==> src/rtl/reg_loader_pkg.sv <==
`default_nettype none
// +----------------------------------------------------------------------------+
// | reg_loader_pkg : shared state encoding and default word width for the       |
// |                  reg_loader serial-to-parallel front end.                   |
// | Revision       : 1.0                                                        |
// +----------------------------------------------------------------------------+
package reg_loader_pkg;

  localparam int c_default_width = 8;

  localparam logic [1:0] c_st_idle   = 2'd0;
  localparam logic [1:0] c_st_data   = 2'd1;
  localparam logic [1:0] c_st_parity = 2'd2;
  localparam logic [1:0] c_st_stop   = 2'd3;

endpackage : reg_loader_pkg
`default_nettype wire

==> src/rtl/reg_loader_bit_counter.sv <==
`default_nettype none
// +----------------------------------------------------------------------------+
// | bit_counter : loadable up-counter with clear and terminal-count flag at     |
// |               WIDTH-1; holds at terminal count instead of wrapping.         |
// | Revision    : 1.0                                                           |
// +----------------------------------------------------------------------------+
module bit_counter
  import reg_loader_pkg::*;
#(
  parameter int WIDTH = c_default_width
) (
  input  logic                     clk,
  input  logic                     rst,
  input  logic                     clr,
  input  logic                     load,
  input  logic [$clog2(WIDTH)-1:0] load_val,
  input  logic                     inc,
  output logic [$clog2(WIDTH)-1:0] count,
  output logic                     tc
);

  localparam int                c_cw     = $clog2(WIDTH);
  localparam logic [c_cw-1:0]   c_tc_val = c_cw'(WIDTH - 1);

  logic [c_cw-1:0] r_count;
  logic            w_tc;

  assign w_tc = (r_count == c_tc_val);

  always_ff @(posedge clk or negedge rst) begin
    if (!rst) begin
      r_count <= '0;
    end else if (clr) begin
      r_count <= '0;
    end else if (load) begin
      r_count <= load_val;
    end else if (inc && !w_tc) begin
      r_count <= r_count + 1'b1;
    end
  end

  assign count = r_count;
  assign tc    = w_tc;

endmodule : bit_counter
`default_nettype wire

==> src/rtl/reg_loader.sv <==
`default_nettype none
// +----------------------------------------------------------------------------+
// | reg_loader : assembles framed LSB-first serial bits into a WIDTH-bit word,  |
// |              presented as registered d plus one-cycle en / err strobes.     |
// |              Optional even parity bit: define REG_LOADER_PARITY_EN.          |
// | Revision   : 1.0                                                           |
// +----------------------------------------------------------------------------+
module reg_loader
  import reg_loader_pkg::*;
#(
  parameter int WIDTH = c_default_width
) (
  input  logic             clk,
  input  logic             rst,
  input  logic             sin,
  input  logic             sin_valid,
  output logic [WIDTH-1:0] d,
  output logic             en,
  output logic             err,
  output logic             busy
);

  localparam int c_cw = $clog2(WIDTH);

  logic [1:0]       r_state;
  logic [1:0]       w_next;
  logic [WIDTH-1:0] r_shift;
  logic [WIDTH-1:0] r_d;
  logic             r_en;
  logic             r_err;

  logic [c_cw-1:0]  w_count;
  logic             w_tc;
  logic             w_cnt_clr;
  logic             w_shift_we;
  logic             w_load;
  logic             w_frame_err;
  logic             w_par_ok;

  bit_counter #(
    .WIDTH (WIDTH)
  ) u_bit_counter (
    .clk      (clk),
    .rst      (rst),
    .clr      (w_cnt_clr),
    .load     (1'b0),
    .load_val ({c_cw{1'b0}}),
    .inc      (w_shift_we),
    .count    (w_count),
    .tc       (w_tc)
  );

`ifdef REG_LOADER_PARITY_EN
  logic r_par;
  logic w_par_we;

  // Even parity: data bits XOR parity bit must come out 0.
  assign w_par_ok = ~((^r_shift) ^ r_par);

  always_ff @(posedge clk or negedge rst) begin
    if (!rst) begin
      r_par <= 1'b0;
    end else if (w_par_we) begin
      r_par <= sin;
    end
  end
`else
  assign w_par_ok = 1'b1;
`endif

  always_ff @(posedge clk or negedge rst) begin
    if (!rst) begin
      r_state <= c_st_idle;
    end else begin
      r_state <= w_next;
    end
  end

  always_comb begin
    w_next = r_state;
    case (r_state)
      c_st_idle: begin
        if (sin_valid && !sin) w_next = c_st_data;
      end
      c_st_data: begin
`ifdef REG_LOADER_PARITY_EN
        if (sin_valid && w_tc) w_next = c_st_parity;
`else
        if (sin_valid && w_tc) w_next = c_st_stop;
`endif
      end
`ifdef REG_LOADER_PARITY_EN
      c_st_parity: begin
        if (sin_valid) w_next = c_st_stop;
      end
`endif
      c_st_stop: begin
        if (sin_valid) w_next = c_st_idle;
      end
      default: w_next = c_st_idle;
    endcase
  end

  always_comb begin
    w_cnt_clr   = (r_state == c_st_idle) && sin_valid && !sin;
    w_shift_we  = (r_state == c_st_data) && sin_valid;
`ifdef REG_LOADER_PARITY_EN
    w_par_we    = (r_state == c_st_parity) && sin_valid;
`endif
    w_load      = (r_state == c_st_stop) && sin_valid && sin && w_par_ok;
    w_frame_err = (r_state == c_st_stop) && sin_valid && !(sin && w_par_ok);
  end

  always_ff @(posedge clk or negedge rst) begin
    if (!rst) begin
      r_shift <= '0;
      r_d     <= '0;
      r_en    <= 1'b0;
      r_err   <= 1'b0;
    end else begin
      r_en  <= w_load;
      r_err <= w_frame_err;
      if (w_shift_we) r_shift[w_count] <= sin;
      if (w_load)     r_d <= r_shift;
    end
  end

  assign d    = r_d;
  assign en   = r_en;
  assign err  = r_err;
  assign busy = (r_state != c_st_idle);

endmodule : reg_loader
`default_nettype wire

==> config.mk <==
export PLATFORM = sky130hd
export DESIGN_NAME = reg_loader
export DESIGN_NICKNAME = d
export VERILOG_FILES = /design/src/rtl/reg_loader_pkg.sv /design/src/rtl/reg_loader_bit_counter.sv /design/src/rtl/reg_loader.sv
export SDC_FILE = /design/constraint.sdc
export NUM_CORES = 1
export LEC_CHECK = 0
export CORE_AREA = 5 5 51 53
export DETAILED_ROUTE_END_ITERATION = 8
export DIE_AREA = 0 0 56 58
export PLACE_DENSITY = 0.77
export SLEW_MARGIN = 15
export SYNTH_ARGS = -nofsm -noshare
export SYNTH_HDL_FRONTEND = slang
export SYNTH_HIERARCHICAL = 1
export SYNTH_SLANG_ARGS = --single-unit
==> constraint.sdc <==
create_clock -name clk -period 2.85 [get_ports clk]
set_input_delay 0.57 -clock clk [delete_from_list [all_inputs] [get_ports clk]]
set_output_delay 0.57 -clock clk [all_outputs]
set_load 0.05 [all_outputs]
# Word-level counts from Yosys, hierarchy flattened

Index checks and enable logic that the tools add are counted.

Register bits: 23
Input bits: 4
Output and inout port bits: 11
Logic and storage cells: 40

Add/subtract/negate cells: 1
Magnitude comparators: 2
Equality and inequality tests: 6
Mux-type cells: 9
Reduce and logical (&&, ||, !) cells: 16

Operators with widths:

| cell                | number |
|---|---|
| $logic_and 1x1->1   | 10 |
| $bwmux 8            | 1 |
| $mux 2              | 3 |
| $mux 3              | 2 |
| $ne 2x2->1 const B  | 3 |
| $pmux 2 s3          | 1 |
| $lt 3x4->1 const B  | 1 |
| $reduce_bool 2->1   | 2 |
| $add 3x1->3 const B | 1 |
| $demux 1 s3         | 1 |
| $eq 3x3->1 const B  | 1 |
| $ge 3x1->1 const B  | 1 |
| $reduce_and 3->1    | 1 |
| $eq 2x1->1 const B  | 1 |
| $eq 2x2->1 const B  | 1 |
| $logic_not 1->1     | 2 |
| $logic_not 2->1     | 1 |
| $mux 1              | 1 |

# Longest topological paths before layout

Gate-level depths: netlist of run 1.

Depth after elaboration: 5
Gate-level depth with buffers: 6
Gate-level depth less buffers: 5

# Hierarchy

Netlist of run 1, hierarchy kept.

Modules (own cells, without submodules):

| module      | times used | cells an instance | area an instance (µm²) | seq. area each (µm²) |
|---|---|---|---|---|
| reg_loader  | 1          | 65                | 865.8                  | 500.5 |
| bit_counter | 1          | 19                | 219.0                  | 75.1 |

# Least setup slack after synthesis of run 1

Ideal clock, no wire load.

Kind: input to register
From: input port sin_valid
To: register u_bit_counter.r_count[2] (netlist: u_bit_counter/count[2])
Setup time: 0.111 ns
Arrival: 1.437 ns
Data required time: 2.739 ns
Setup slack: 1.301 ns
Cell stages on the path: 6
Path buffers: 1
Cells stage by stage: buf_4 nand2_1 nor2_1 nand2b_4 nor3b_2 a2111oi_2

Word-level cells in the longest chain between the ends: 3
Elaborated cells on any way between the ends: 6
Those cells by class: mux (1); reduce/logical (5)

RTL lines:

| element                            | RTL line                     | RTL |
|---|---|---|
| from (decl)                        | reg_loader.sv:16             | `input logic sin_valid,` |
| $logic_and 1x1->1                  | reg_loader.sv:106            | `w_shift_we = (r_state == c_st_data) && sin_valid;` |
| via w_shift_we                     | reg_loader.sv:35             | `logic w_shift_we;` |
| $logic_and 1x1->1                  | reg_loader_bit_counter.sv:37 | `end else if (inc && !w_tc) begin` |
| $reduce_bool 2->1 (no source line) | --                           |  |
| to (signal assigned)               | reg_loader_bit_counter.sv:36 | `r_count <= load_val;` |
| to (signal assigned)               | reg_loader_bit_counter.sv:38 | `r_count <= r_count + 1'b1;` |
| to (decl)                          | reg_loader_bit_counter.sv:25 | `logic [c_cw-1:0] r_count;` |

The timed path passes the listed nets, and every way through them passes these cells.
A chain may end at the register's enable or synchronous reset.

# Final worst setup path of run 1

From: register r_state[1]
To: output port busy

Word-level cells in the longest chain between the ends: 1

RTL lines:

| element                | RTL line          | RTL |
|---|---|---|
| from (decl)            | reg_loader.sv:25  | `logic [1:0] r_state;` |
| from (signal assigned) | reg_loader.sv:73  | `r_state <= c_st_idle;` |
| from (signal assigned) | reg_loader.sv:75  | `r_state <= w_next;` |
| $reduce_bool 2->1      | reg_loader.sv:131 | `assign busy = (r_state != c_st_idle);` |
| to (decl)              | reg_loader.sv:20  | `output logic busy` |

No other way between the ends.

==> run metrics, run 1 <==
run status=finished, final reports clean; Leak=around 0.00055 uW; core region area=approximately 2100 sq um; GRT overflow=0; Critical Path Sink Type=output pin; Worst setup SP type=flop; layer with the highest usage=met2; Tot GR Track Use=0.1223; Mapped Cells=between 80 and 90; grt met2 use=0.2137; Main synth FF type=dfrtp_1; Residual DRC=0; drt total wl=approximately 1.7 mm; YS warnings=6; area leader, netlist=dfrtp_1; Power Density=roughly 1100 nW/um^2; I/O pins=15; share of the synthesized area in the top cell type=0.5306; Max-Cap Viols=0; CTS Sinks=23; Post-Syn Area per Cell=approximately 13 sq um; Worst Tran Pin Value=roughly 500 ps; clock root cell=clkbuf_4; Area contributors post-synth=dfrtp_1 53%, mux2_2 17%, a2111oi_2 2.8%, ha_1 2.3%, nor3b_2 2.3%; met3 track utilization from global routing=0.02673; clk slew on worst S/H paths=about 120 ps; HPWL after DPL=1.269 mm; CTS tree=yes; Final ANT Viol Nets=0; antenna violations before repair=0; Synth cell types=27; die area=between 3000 and 4000 sq um; Antenna diodes=0; clk_lat worst skew=~310 ps; RSZ-0062 raised after global routing=false; Final setup viols=0; Post-layout nets=around 110; TNS Setup=0 ps; synthesis-to-layout area growth=17.30%; DP Area=1245 sq um; Avg WL per Cell=about 13 microns; vias in the first global route=approximately 670; commonest non-fill, non-tap cell in the layout=dfrtp_1; PostCTS Resize Cnt=0; number of buffers added on ports=14; drt first pass iters=2; setup bufs post-CTS=0; chip height=roughly 58 microns; clock buffer count from CTS=3; min cycle time layout=2398 ps; flops & latches, synth=23; Layout Skew=6.333 ps; CP arrival=1830 ps; Critical Path Fanout Max=8; first-pass GRT wire length=3.049 mm; Die Wd=about 56 microns; H-tree depth=1; Slew Viols, Final=0; HP Class=flop to flop; Tcrit/Tclk final=0.8414; kind of critical path=flop to output pin; Vias=648; met1 track demand over resource=0.1421; Req. time, crit path=2280 ps; Seq/Total Area, Yosys=0.5306; Max-slew headroom=0.6675; final hold violations=0; post-DR vias/cell=between 4 and 5; row cnt=17; initial DRC count=5; Final Instance Area=between 1000 and 1500 sq um; fmax=~0.42 GHz; Initial Utilization=0.5152; post-place setup slack=between 600 and 700 ps; Setup WS post-layout=about 450 ps; Post-synth EDFFs=0; most frequent cells in the layout=23 x dfrtp_1, 16 x mux2_2, 14 x clkdlybuf4s50_1; GP Congestion=about 0.70; largest net degree at the start of global routing=24; Peak supply drop=around 0.51 mV; Post-CTS Hold Fix Bufs=0; Async SR Flop Fraction=1.000; buffers from clock root to sink, at most=2; layout cells sized above 1=0.2941; Cell Area, Synth=1085 sq um
## final timing paths
kind | start | end | slack (ps) | depth (start not counted)
max in group asynchronous | rst | r_shift[3]$_DFFE_PN0P_ | 2030 | 2
min | r_shift[0]$_DFFE_PN0P_ | r_shift[0]$_DFFE_PN0P_ | 510 | 1
min reg2reg | r_shift[0]$_DFFE_PN0P_ | r_shift[0]$_DFFE_PN0P_ | 510 | 1
max | r_state[1]$_DFFE_PN0P_ | busy | 450 | 2
max reg2reg | u_bit_counter/count[1]$_DFFE_PN0P_ | u_bit_counter/count[2]$_DFFE_PN0P_ | 1120 | 5
min in group asynchronous | rst | r_shift[0]$_DFFE_PN0P_ | 600 | 2
## stage by stage
stage | hold slack [ps] | power, uW | utilization | std cells
2_1_floorplan | 274.4 | 1040 | - | 87
3_3_place_gp | 486.3 | 1202 | 0.5912 | 126
3_5_place_dp | 492.0 | 1227 | 0.5912 | 126
4_1_cts | 520.5 | 1374 | 0.6043 | 130
5_1_grt | 535.7 | 1451 | 0.6043 | 130
6_report | 514.8 | 1357 | 0.6043 | 130
## routing by layer
| metal | part of all wire | vias to the layer above | wire [microns] |
|---|---|---|---|
| met1 | 0.44 | 312 | 750 |
| li1 | - | 326 | - |
| met4 | 0.0099 | 0 | 17 |
| met5 | 0 | - | 0 |
| met2 | 0.51 | 8 | 886 |
| met3 | 0.040 | 2 | 69 |
## synthesized netlist by cell type, types with 2 or more instances
| cell type | number |
|---|---|
| a2111oi_2 | 2 |
| a21oi_1 | 2 |
| buf_4 | 3 |
| dfrtp_1 | 23 |
| ha_1 | 2 |
| inv_1 | 4 |
| mux2_2 | 16 |
| nand2_1 | 4 |
| nand3b_1 | 2 |
| nor2_1 | 4 |
| nor2b_1 | 2 |
| nor3_1 | 3 |
| nor3b_1 | 2 |
| nor3b_2 | 2 |
## sequential cells by signal, indices dropped and copies added (netlist names)
name / cells
r_state: 2
d: 8
u_bit_counter/count: 3
r_shift: 8
en: 1
err: 1
## kinds of logic after synthesis
group | share of synthesized area
xor+xnor | 0.008075
other cells | 0.003457
mux | 0.1753
buf+inv | 0.04498
simple gates | 0.1707
compound gates | 0.04383
fa+ha+maj | 0.02306
flops | 0.5306
## critical path: stages, from the launching register on
cell	delay (ps)
dfrtp_1	480
or2_2	340
clkdlybuf4s50_1	710
## final cells by class
type / count / area, sq um
repair buffers: 15 / 147.6
clock inverters: 1 / 5.005
fillers: 173 / 833.3
well taps: 28 / 35.03
inverters: 4 / 15.01
flip-flops and latches: 23 / 575.6
clock buffers: 3 / 22.52
multi-input cells: 56 / 471.7
## report_power, final
part           internal, uW  switching [uW]
clock network          52.4            94.6
registers               463             113
logic                   287             348
total                   802             555
(Power assumes the default switching activity.)
==> run 2: changes to the inputs <==
CORE_AREA = 5 5 55 57   (was 5 5 51 53)
DIE_AREA = 0 0 60 62   (was 0 0 56 58)
PLACE_DENSITY = 0.69   (was 0.77)
clock period = 2.2 ns   (was 2.85 ns; I/O delays follow)
==> run 2 against run 1 <==
Compared with the run above:
- final cell count is 2.3% higher
- design area up 0.69%
- global-route usage is 1.3 points lower
- first-iteration DRC count up 80%
- wire length is 4.2% lower
- critical path type unchanged
==> run metrics, run 2 (synthesis results as in run 1) <==
Seq pwr share=0.426 (+0.002); largest net degree at the start of global routing=24 (unchanged); Min Hold Slack=463.9 ps (-50.88 ps); antenna violations before repair=0 (unchanged); Max-Cap Viols=0 (unchanged); Peak supply drop=0.6825 mV (+33%); Comb pwr share=0.466 (-0.002); clock buffer count from CTS=3 (unchanged); TNS Setup=0 ps (unchanged); HPWL after DPL=1.293 mm (+1.9%); I/O pins=15 (unchanged); Worst path max stage delay=480 ps (-230 ps); run status=finished, final reports clean; Slew Viols, Final=0 (unchanged); min cycle time layout=approximately 2000 ps; Worst Tran Pin Value=508.0 ps (+10.83 ps); Layout Skew=8.192 ps (+1.859 ps); vias in the first global route=644 (-4.3%); chip height=62 microns (+6.9%); reg2reg path depth=5 (unchanged); buffers from clock root to sink, at most=2 (unchanged); Pint=1034 uW (+29%); Residual DRC=0 (unchanged); setup bufs post-CTS=0 (unchanged); Worst setup SP type=flop; Avg WL per Cell=12.41 microns (-6.4%); Antenna diodes=0 (unchanged); CTS Sinks=23 (unchanged); most frequent cells in the layout=23 x dfrtp_1, 16 x mux2_2, 13 x clkdlybuf4s50_1; clock root cell=clkbuf_4; PostCTS Resize Cnt=1 (+1); row cnt=18 (+1); Sw Pwr=711.3 uW (+28%); Max-slew headroom=0.6603 (-0.007239); commonest non-fill, non-tap cell in the layout=dfrtp_1; H-tree depth=1 (unchanged); initial DRC count=9 (+4); synthesis-to-layout area growth=18.11%; CTS tree=yes; CP cell instances=or2_2 -> dlygate4sd2_1; Post-layout nets=110 (+0.92%); sw frac=0.4076 (-0.001582); total power=1745 uW (+29%); post-place setup slack=170.5 ps (-495.2 ps); fmax=roughly 0.51 GHz; Vias=668 (+3.1%); Req. time, crit path=1760 ps (-520 ps); Initial Utilization=0.4460 (-0.06916); Setup WS post-layout=222.4 ps (-229.7 ps); layout cells sized above 1=0.3010 (+0.006853); Critical Path Sink Type=output pin; clk slew on worst S/H paths=120 ps (about the same); drt first pass iters=3 (+1); die area=3720 sq um (+15%); Tcrit/Tclk final=0.8989; first-pass GRT wire length=2.967 mm (-2.7%); RSZ-0062 raised after global routing=false; kind of critical path=flop to output pin; GP Congestion=0.7596 (+8.5%); Critical Path Fanout Max=8 (unchanged); number of buffers added on ports=14 (unchanged); CP max stage cell=dfrtp_1; Final Instance Area=1281 sq um (+0.69%); HP Class=input port to async pin; clock share of power=0.108 (about the same); Die Wd=60 microns (+7.1%); DP Area=1255 sq um (+0.80%); Final setup viols=0 (unchanged); Post-CTS Hold Fix Bufs=0 (unchanged); Power Density=1362 nW/um^2 (+28%); core region area=2432 sq um (+16%); clk_lat worst skew=300 ps (about the same); Tot GR Track Use=0.1093 (-0.01303); GRT overflow=0 (unchanged); drt total wl=1.651 mm (-4.2%); CP arrival=1540 ps (-290 ps); Leak=0.0005543 uW (+0.69%); Final ANT Viol Nets=0 (unchanged); post-DR vias/cell=5.023 (+0.76%); final hold violations=0 (unchanged)
[run 2: cell count changes in the layout (fill, tap and decap cells not counted), sizes merged]
cell,before,now
buf,1,2
clkdlybuf4s50,14,13
dlygate4sd2,0,1
[run 2: power by group through the flow]
stage	combinational [uW]	sequential [uW]	clock [uW]
CTS	827	749	198
finish	814	743	188
detailed placement	832	759	0
global placement	815	748	0
global route	870	780	221
floorplan	395	953	0
[run 2: final cells by class]
class                   count  area, sq um
fillers                   216         1151
repair buffers             16        153.9
clock buffers               3        22.52
clock inverters             1        5.005
multi-input cells          56        471.7
inverters                   4        15.01
well taps                  30        37.54
flip-flops and latches     23        575.6
[run 2: path summary, 6_finish.rpt]
check                                                   startpoint                                  to  slack [ps]
worst min register to register              r_shift[4]$_DFFE_PN0P_                    d[4]$_DFFE_PN0P_         510
min in group clk                            r_shift[4]$_DFFE_PN0P_                    d[4]$_DFFE_PN0P_         510
worst max register to register  u_bit_counter/count[1]$_DFFE_PN0P_  u_bit_counter/count[2]$_DFFE_PN0P_         520
worst min-delay path                                           rst                    d[2]$_DFFE_PN0P_         460
worst max-delay path                        r_state[1]$_DFFE_PN0P_                                busy         220
max in group asynchronous                                      rst              r_shift[4]$_DFFE_PN0P_        1510
[run 2: per-layer routing]
metal / track usage / vias up / wire, microns
li1: - / 326 / -
met1: 0.1313 / 329 / 706
met2: 0.1836 / 9 / 841
met3: 0.02479 / 4 / 66
met4: 0.05696 / 0 / 36
met5: 0 / - / 0
[run 2: through the flow]
stage | utilization | cells
after floorplan | - | 87
after global placement | 0.5159 | 129
after detailed placement | 0.5159 | 129
after CTS | 0.5267 | 133
after global routing | 0.5267 | 133
final | 0.5267 | 133
[run 2: worst max-delay path, delay by kind of cell, from the launching register on]
| kind | cells | cell delay, ps |
|---|---|---|
| flip-flops | 1 | 480 |
| buffers and inverters | 1 | 430 |
| AND/OR/NAND/NOR | 1 | 330 |
==> run 3: changes to the inputs <==
SLEW_MARGIN = not set   (was 15)
==> results of run 3 <==
Final layout, timing and power as in run 2 (identical DEF).
